--- src/rtl/gpio_bank.sv ---
// GPIO bank with an AHB-Lite register interface, input synchronisers and edge interrupts.
// Latency: writes land on the data-phase edge; reads are combinational from the registered address.
// Backpressure: none, because HREADYOUT is tied high and a transfer is accepted every cycle.
//
// Ports:
//   HCLK, HRESETn             clock and synchronous active-low reset
//   HADDR/HTRANS/HWRITE/HSEL  AHB-Lite address phase, captured when HREADY=1
//   HWDATA                    write data, used in the data phase
//   HRDATA, HREADYOUT         read data (zero-extended above WIDTH) and ready (always 1)
//   GPIOIN                    asynchronous pin inputs
//   GPIOOUT, GPIOEN           output data and output enable (DIR)
//   GPIOINT                   interrupt, the OR of all INTSTAT bits
module gpio_bank #(
   parameter int WIDTH       = 16,
   parameter int SYNC_STAGES = 2
) (
   input  logic             HCLK,
   input  logic             HRESETn,
   input  logic [31:0]      HADDR,
   input  logic [1:0]       HTRANS,
   input  logic [31:0]      HWDATA,
   input  logic             HWRITE,
   input  logic             HSEL,
   input  logic             HREADY,
   input  logic [WIDTH-1:0] GPIOIN,
   output logic             HREADYOUT,
   output logic [31:0]      HRDATA,
   output logic [WIDTH-1:0] GPIOOUT,
   output logic [WIDTH-1:0] GPIOEN,
   output logic             GPIOINT
);

   localparam logic [7:0] A_DATAIN  = 8'h00;
   localparam logic [7:0] A_DATAOUT = 8'h04;
   localparam logic [7:0] A_DIR     = 8'h08;
   localparam logic [7:0] A_INTEN   = 8'h0C;
   localparam logic [7:0] A_INTPOL  = 8'h10;
   localparam logic [7:0] A_INTSTAT = 8'h14;
   localparam logic [7:0] A_OUTSET  = 8'h18;
   localparam logic [7:0] A_OUTCLR  = 8'h1C;

   // Registered address phase
   logic [7:0] addr_q, addr_d;
   logic       sel_q, sel_d;
   logic       write_q, write_d;
   logic       trans_q, trans_d;

   // Register file
   logic [WIDTH-1:0] dataout_q, dataout_d;
   logic [WIDTH-1:0] dir_q, dir_d;
   logic [WIDTH-1:0] inten_q, inten_d;
   logic [WIDTH-1:0] intpol_q, intpol_d;
   logic [WIDTH-1:0] intstat_q, intstat_d;

   // Input synchroniser and previous-value register
   logic [WIDTH-1:0] sync_q [SYNC_STAGES];
   logic [WIDTH-1:0] prev_q;

   logic [WIDTH-1:0] din;
   logic [WIDTH-1:0] wdat;
   logic [WIDTH-1:0] edge_det;
   logic [WIDTH-1:0] w1c;
   logic [WIDTH-1:0] rd_val;
   logic             wr_en;

   // Only HADDR[7:0], HTRANS[1] and HWDATA[WIDTH-1:0] carry meaning here.
   logic unused_bits;
   assign unused_bits = ^{HADDR[31:8], HTRANS[0], HWDATA};

   assign din   = sync_q[SYNC_STAGES-1];
   assign wdat  = HWDATA[WIDTH-1:0];
   assign wr_en = sel_q & write_q & trans_q;

   // Polarity bit picks rising (1) or falling (0) per pin; DIR plays no part.
   assign edge_det = (intpol_q & din & ~prev_q) | (~intpol_q & ~din & prev_q);

   always_comb begin
      addr_d    = addr_q;
      sel_d     = sel_q;
      write_d   = write_q;
      trans_d   = trans_q;
      dataout_d = dataout_q;
      dir_d     = dir_q;
      inten_d   = inten_q;
      intpol_d  = intpol_q;
      w1c       = '0;

      if (HREADY) begin
         addr_d  = HADDR[7:0];
         sel_d   = HSEL;
         write_d = HWRITE;
         trans_d = HTRANS[1];
      end

      if (wr_en) begin
         case (addr_q)
            A_DATAOUT: dataout_d = wdat;
            A_DIR:     dir_d     = wdat;
            A_INTEN:   inten_d   = wdat;
            A_INTPOL:  intpol_d  = wdat;
            A_INTSTAT: w1c       = wdat;
            A_OUTSET:  dataout_d = dataout_q | wdat;
            A_OUTCLR:  dataout_d = dataout_q & ~wdat;
            default:   ;
         endcase
      end

      // A fresh qualifying edge overrides a same-cycle write-1-to-clear.
      intstat_d = (intstat_q & ~w1c) | (edge_det & inten_q);
   end

   always_ff @(posedge HCLK) begin
      if (!HRESETn) begin
         addr_q    <= '0;
         sel_q     <= 1'b0;
         write_q   <= 1'b0;
         trans_q   <= 1'b0;
         dataout_q <= '0;
         dir_q     <= '0;
         inten_q   <= '0;
         intpol_q  <= '0;
         intstat_q <= '0;
         prev_q    <= '0;
         for (int i = 0; i < SYNC_STAGES; i++) begin
            sync_q[i] <= '0;
         end
      end else begin
         addr_q    <= addr_d;
         sel_q     <= sel_d;
         write_q   <= write_d;
         trans_q   <= trans_d;
         dataout_q <= dataout_d;
         dir_q     <= dir_d;
         inten_q   <= inten_d;
         intpol_q  <= intpol_d;
         intstat_q <= intstat_d;
         prev_q    <= din;
         sync_q[0] <= GPIOIN;
         for (int i = 1; i < SYNC_STAGES; i++) begin
            sync_q[i] <= sync_q[i-1];
         end
      end
   end

   always_comb begin
      rd_val = '0;
      case (addr_q)
         A_DATAIN:  rd_val = din;
         A_DATAOUT: rd_val = dataout_q;
         A_DIR:     rd_val = dir_q;
         A_INTEN:   rd_val = inten_q;
         A_INTPOL:  rd_val = intpol_q;
         A_INTSTAT: rd_val = intstat_q;
         default:   rd_val = '0;
      endcase
      HRDATA             = '0;
      HRDATA[WIDTH-1:0]  = rd_val;
   end

   assign HREADYOUT = 1'b1;
   assign GPIOOUT   = dataout_q;
   assign GPIOEN    = dir_q;
   assign GPIOINT   = |intstat_q;

endmodule

--- config.mk ---
export PLATFORM = sky130hd
export DESIGN_NAME = gpio_bank
export DESIGN_NICKNAME = d
export VERILOG_FILES = /design/src/rtl/gpio_bank.sv
export SDC_FILE = /design/constraint.sdc
export NUM_CORES = 1
export LEC_CHECK = 0
export BUFFER_PORTS_ARGS = -buffer_cell sky130_fd_sc_hd__buf_2
export CORE_MARGIN = 10
export CORE_UTILIZATION = 50
export DETAILED_ROUTE_END_ITERATION = 8
export PLACE_DENSITY = 0.76
export SYNTH_ARGS = -nofsm -noshare
export SYNTH_HDL_FRONTEND = slang
export SYNTH_SLANG_ARGS = --single-unit
--- constraint.sdc ---
create_clock -name HCLK -period 2.15 [get_ports HCLK]
set_clock_uncertainty 0.15 [all_clocks]
set_input_delay 0.3225 -clock HCLK [delete_from_list [all_inputs] [get_ports HCLK]]
set_output_delay 0.3225 -clock HCLK [all_outputs]
set_load 0.05 [all_outputs]
* Word level (Yosys, flattened, before mapping)
Memory sizes are Yosys's and may differ from the RTL's.
Index checks and enable logic that the tools add are counted.
** Operators by class
- Div/mod/pow operators :: 0
- Add/sub/neg operators :: 0
- Shift-type cells :: 0
- Bitwise operators :: 19
- Reduce and logical (&&, ||, !) cells :: 7
- Mux-type cells :: 8
- Eq/ne operators :: 7
- Multiply operators :: 0
- Order comparisons :: 0
** Operators by type and width (count)
- AND 16 bit :: 7
- case mux 16 bit (6 select lines) :: 1
- NOT 16 bit :: 5
- two-way mux 16 bit :: 4
- OR 16 bit :: 3
- case mux 16 bit (3 select lines) :: 1
- == test 8 x 5 -> 1 bit (second input constant) :: 4
- == test 8 x 4 -> 1 bit (second input constant) :: 2
- OR reduction 16 bit :: 1
- == test 8 x 3 -> 1 bit (second input constant) :: 1
- logical NOT 8 bit :: 1
- AND reduction 2 bit :: 4
- nonzero test 3 bit :: 1
- AND 1 bit :: 2
- two-way mux 1 bit :: 2
- OR 1 bit :: 2
** Word-level totals
- Memory bits (writable) :: 32
- Bits of input ports :: 87
- Flip-flop bits (word level) :: 107
- Memory bits (read-only) :: 0
- Latch bits :: 0
- Memories kept :: 1
- Output and inout bits :: 66
- Logic and storage cells :: 52
** Memories
- sync_q :: words 2, bits a word 16, read ports 2, clocked after memory_dff 0, wr ports 2, RTL line 56 : logic [WIDTH-1:0] sync_q [SYNC_STAGES];

* Longest topological paths before layout
An unclocked memory read counts as a cell.
- Word-level depth :: 7
- Gate-level depth with buffers :: 7
- Gate-level depth less buffers :: 4

* Worst setup path after synthesis
OpenSTA, ideal clock, no wires.
- Path kind :: register -> output
- Start point :: register addr_q[7]
- End point :: output port HRDATA[1]
- Data required time :: 1.678 ns
- Slack :: -0.787 ns
- Stages on the path, launching flop included :: 5
- Buffers on the path :: 1
- Arrival time :: 2.464 ns
- Path through :: dfxtp_1 or4_4 or3_1 clkbuf_1 o21ai_0
** Between the ends
- Longest elaborated chain between the ends :: 2
- Elaborated cells between the ends (all ways) :: 7
- Those cells by class :: eq/ne (5); mux (1); reduce/logical (1)
** Ends and longest elaborated chain
- start: declaration :: RTL line 43 : logic [7:0] addr_q, addr_d;
- start signal: assignment :: RTL line 128 : addr_q <= addr_d;
- == test 8 x 5 -> 1 bit, or another cell as far along :: RTL line 147 : case (addr_q)
- case mux 16 bit (6 select lines) * :: RTL line 147
- end: declaration :: RTL line 27 : output logic [31:0] HRDATA,
Mark *: on every way between the ends. The rest lies on a longest branch, timed or not.

* Final worst setup path
- Start point :: register addr_q[1]
- End point :: output port HRDATA[7]
The elaborated chain is that of the path after synthesis.

==> impl_results.md <==
* Clock-pin slew on the worst setup and hold paths at around 60 ps
* Sequential area share after synthesis at 45.39%
* Avg Cell Area, Syn at a little over 9 um^2
* Layout Utilization at roughly two thirds
* Die area at around 17000 um^2
* Relative slew margins at around 64%
* Layout area overhead at 33.08%
* Vias in the first global route at between 5000 and 6000
* Total grt overflow at 0
* Setup slack after layout at -518.9 ps
* Die Y at ~130 um
* Diode count at 0
* DR vias/cell at about 5.7
* Routed WL at roughly 18 mm
* Comb pwr share at a little over a tenth
* DR WL/cell at roughly 18 um
* Initial core utilization at about half
* Cell Pwr Density at between 700 and 800 nW/um^2
* Mapped cell area at approximately 6100 um^2
* Die X at approximately 130 um
* Ports at ~150
* Post-synth EDFFs at 0
* Leak Pwr at roughly 3.6 nW
* Tcrit/Tclk final at 124.1%
* CP max FO at 8
* H-tree depth at 4
* First-pass DRT Iterations at 5
* CP most frequent cell: buf_6
* Slowest CP cell: or4_4
* Library cells used by synthesis at 46
* Initial antenna violation count at 1
* Sw power at ~1.5 mW
* Top_reg_cell synth: dfxtp_1
* Worst path required time at 1680 ps
* Synth area leaders: dfxtp_1 (45%), mux2i_1 (8.3%), nand3_1 (6.5%)
* Root Buffer: clkbuf_16
* Input/output buffers at between 90 and 100
* Power consumption at 6.102 mW
* Placer Congestion at ~0.89
* Seq pwr share at 43.6%
* Failing checks: setup timing
* Clock Sinks at about 140
* CP top delay family: simple AND/OR/NAND/NOR gates
* Fraction of layout cells with a size suffix above 1 at ~29%
* WP buf/inv at 3
* # rows at 40
* Final setup viols at 18
* Sw Ratio at 24.32%
* Max incr delay on CP at about 570 ps
* Yosys top cell area share at 45.39%
* Worst VDD drop at 550.1 uV
* Fin. Hold Viols at 0
* Crit Path Category: reg -> out
* Final layout net count at 902
* Biggest area consumer among synthesized cells: dfxtp_1
* Crit end category: output pin
* RSZ-0062 raised after global routing: yes
* Clock buffer count from CTS at 17
* MaxCap Viol Count at 0
* Synth top cells by count: dfxtp_1 (139), nand3_1 (80), nand2_1 (55)
* Gate Count Post-Synth at slightly below 700
* Post-DP HPWL at between 10 and 15 mm
* Pin count of the biggest net entering global routing at 74
* P_int at between 4 and 5 mW
* Worst endpoint data arrival time at ~2200 ps
* Critical path startpoint category: register
* Slew Limit Fails at 0
* Global-route usage over all layers at between 20% and 30%
* CTS tree: yes
* Initial DRC count at 530
* Crit path cell chain: or4_4 -> buf_6 -> nor3_4 -> buf_6 -> nand2_1 -> o221ai_4 -> buf_8
* Latest clock arrival within the worst-skew pair at approximately 420 ps
* Clock power share at between 40% and 50%
* Crit path time final at between 2000 and 3000 ps
* Via count at between 5000 and 6000
* FFs w/ async S/R, synth at 0%
* CORE AREA at between 10000 and 15000 um^2
* First-pass GRT wire length at roughly 28 mm
* Max clock buf depth at 2
* Synth Warn # at 0
* Status: finished with violations
* Fmax at 374.7 MHz
* Hold Crit Class: in -> reg
* DRT antenna net count at 0
* Slew @ Worst Pin at between 500 and 600 ps
* #FFs+latches synth at roughly 140
* # DRC at 0
* Top-count cell post-synth: dfxtp_1
[cell families (layout without fill, tap and decap cells)]
family / after synthesis / after routing / share of synthesized area, %
and+or+nand+nor: 283 / 283 / 25.37
DFF: 139 / 139 / 45.39
AOI/OAI and AO/OA: 102 / 102 / 10.41
buffers and inverters: 77 / 214 / 5.980
muxes: 71 / 71 / 12.73
other: 2 / 17 / 0.1225
[worst min-delay path, cell delays in order]
cell and delay [ps]:
buf_2 110, nand3_1 60, nand3_1 60
[power groups by stage]
stage,logic [mW],registers (mW),clock network (mW)
after detailed placement,0.578,2.71,0
after floorplan,0.385,2.70,0
after global routing,0.692,2.66,2.93
final,0.655,2.66,2.79
after CTS,0.633,2.66,2.81
after global placement,0.568,2.71,0
[metrics by stage]
stage	area (um^2)	TNS, ps	hold WS, ps	std cells	worst slack [ps]
after floorplan	6344	-675.6	261.9	689	-90.38
final	8159	-7703	15.54	973	-518.9
after detailed placement	7179	-2164	268.3	926	-188.6
after global routing	8159	-9200	31.08	973	-569.5
after CTS	8065	-7795	1.496	973	-524.2
after global placement	7179	-1874	263.8	926	-182.7
[metal layers]
metal  GRT usage [%]  share of wire [%]  vias up
met5               0                  0        -
met4           8.175                2.2        0
met3           6.728                8.4       30
met2           33.75                 48      242
met1           25.85                 42     2653
li1                -                  -     2605
[sequential cells by signal (all words and copies together), names as in the netlist]
register   cells
sync_q        32
GPIOEN        16
GPIOOUT       16
inten_q       16
intpol_q      16
intstat_q     16
prev_q        16
addr_q         8
sel_q          1
trans_q        1
write_q        1
[path summary, 6_finish.rpt]
check                      from  slack (ps)  cells past startpoint       endpoint
setup reg to reg      addr_q[1]         -10                      8    intpol_q[0]
setup / recovery      addr_q[1]        -520                      7      HRDATA[7]
hold reg to reg   sync_q[0][10]         280                      1  sync_q[0][26]
hold / removal        HWDATA[2]          20                      3     GPIOOUT[2]
[what timing repair did]
| item | CTS | global route |
|---|---|---|
| pin swaps | 1 | 6 |
| hold endpoints to repair | 16 | 0 |
| setup buffers | 1 | 0 |
| gates resized for setup | 45 | 21 |
| hold buffers | 16 | 0 |
| endpoints found under the setup margin | 16 | 33 |
[cell usage in the layout (no fill, tap or decap), types with 3 or more instances in the layout]
| cell type | n |
|---|---|
| and2_1 | 49 |
| dfxtp_1 | 137 |
| o21ai_0 | 48 |
| o21ai_2 | 3 |
| nand2_2 | 4 |
| nor2b_1 | 30 |
| and3_1 | 4 |
| nor2_1 | 26 |
| dlygate4sd3_1 | 16 |
| mux2i_1 | 49 |
| nor3b_1 | 17 |
| conb_1 | 17 |
| a31oi_1 | 6 |
| nand3_1 | 80 |
| mux2_2 | 16 |
| buf_12 | 8 |
| clkinv_2 | 6 |
| clkbuf_8 | 5 |
| o22ai_4 | 6 |
| inv_1 | 17 |
| buf_2 | 77 |
| nor4_1 | 3 |
| buf_4 | 45 |
| buf_8 | 5 |
| nand2_1 | 50 |
| clkbuf_16 | 17 |
| a22oi_1 | 7 |
| a21boi_0 | 16 |
| buf_6 | 16 |
| mux4_2 | 4 |
| a222oi_1 | 5 |
[cell type report]
type                       count  area [um^2]
fill                         880         3852
multi-input combinational    473         3266
sequential                   139         2785
timing repair buffer         167         1299
clock buffer                  22        494.2
tap                          147        183.9
clock inverter                 8        67.56
inverter                      17        63.81
No activity file was read; power rests on OpenSTA's default activity.
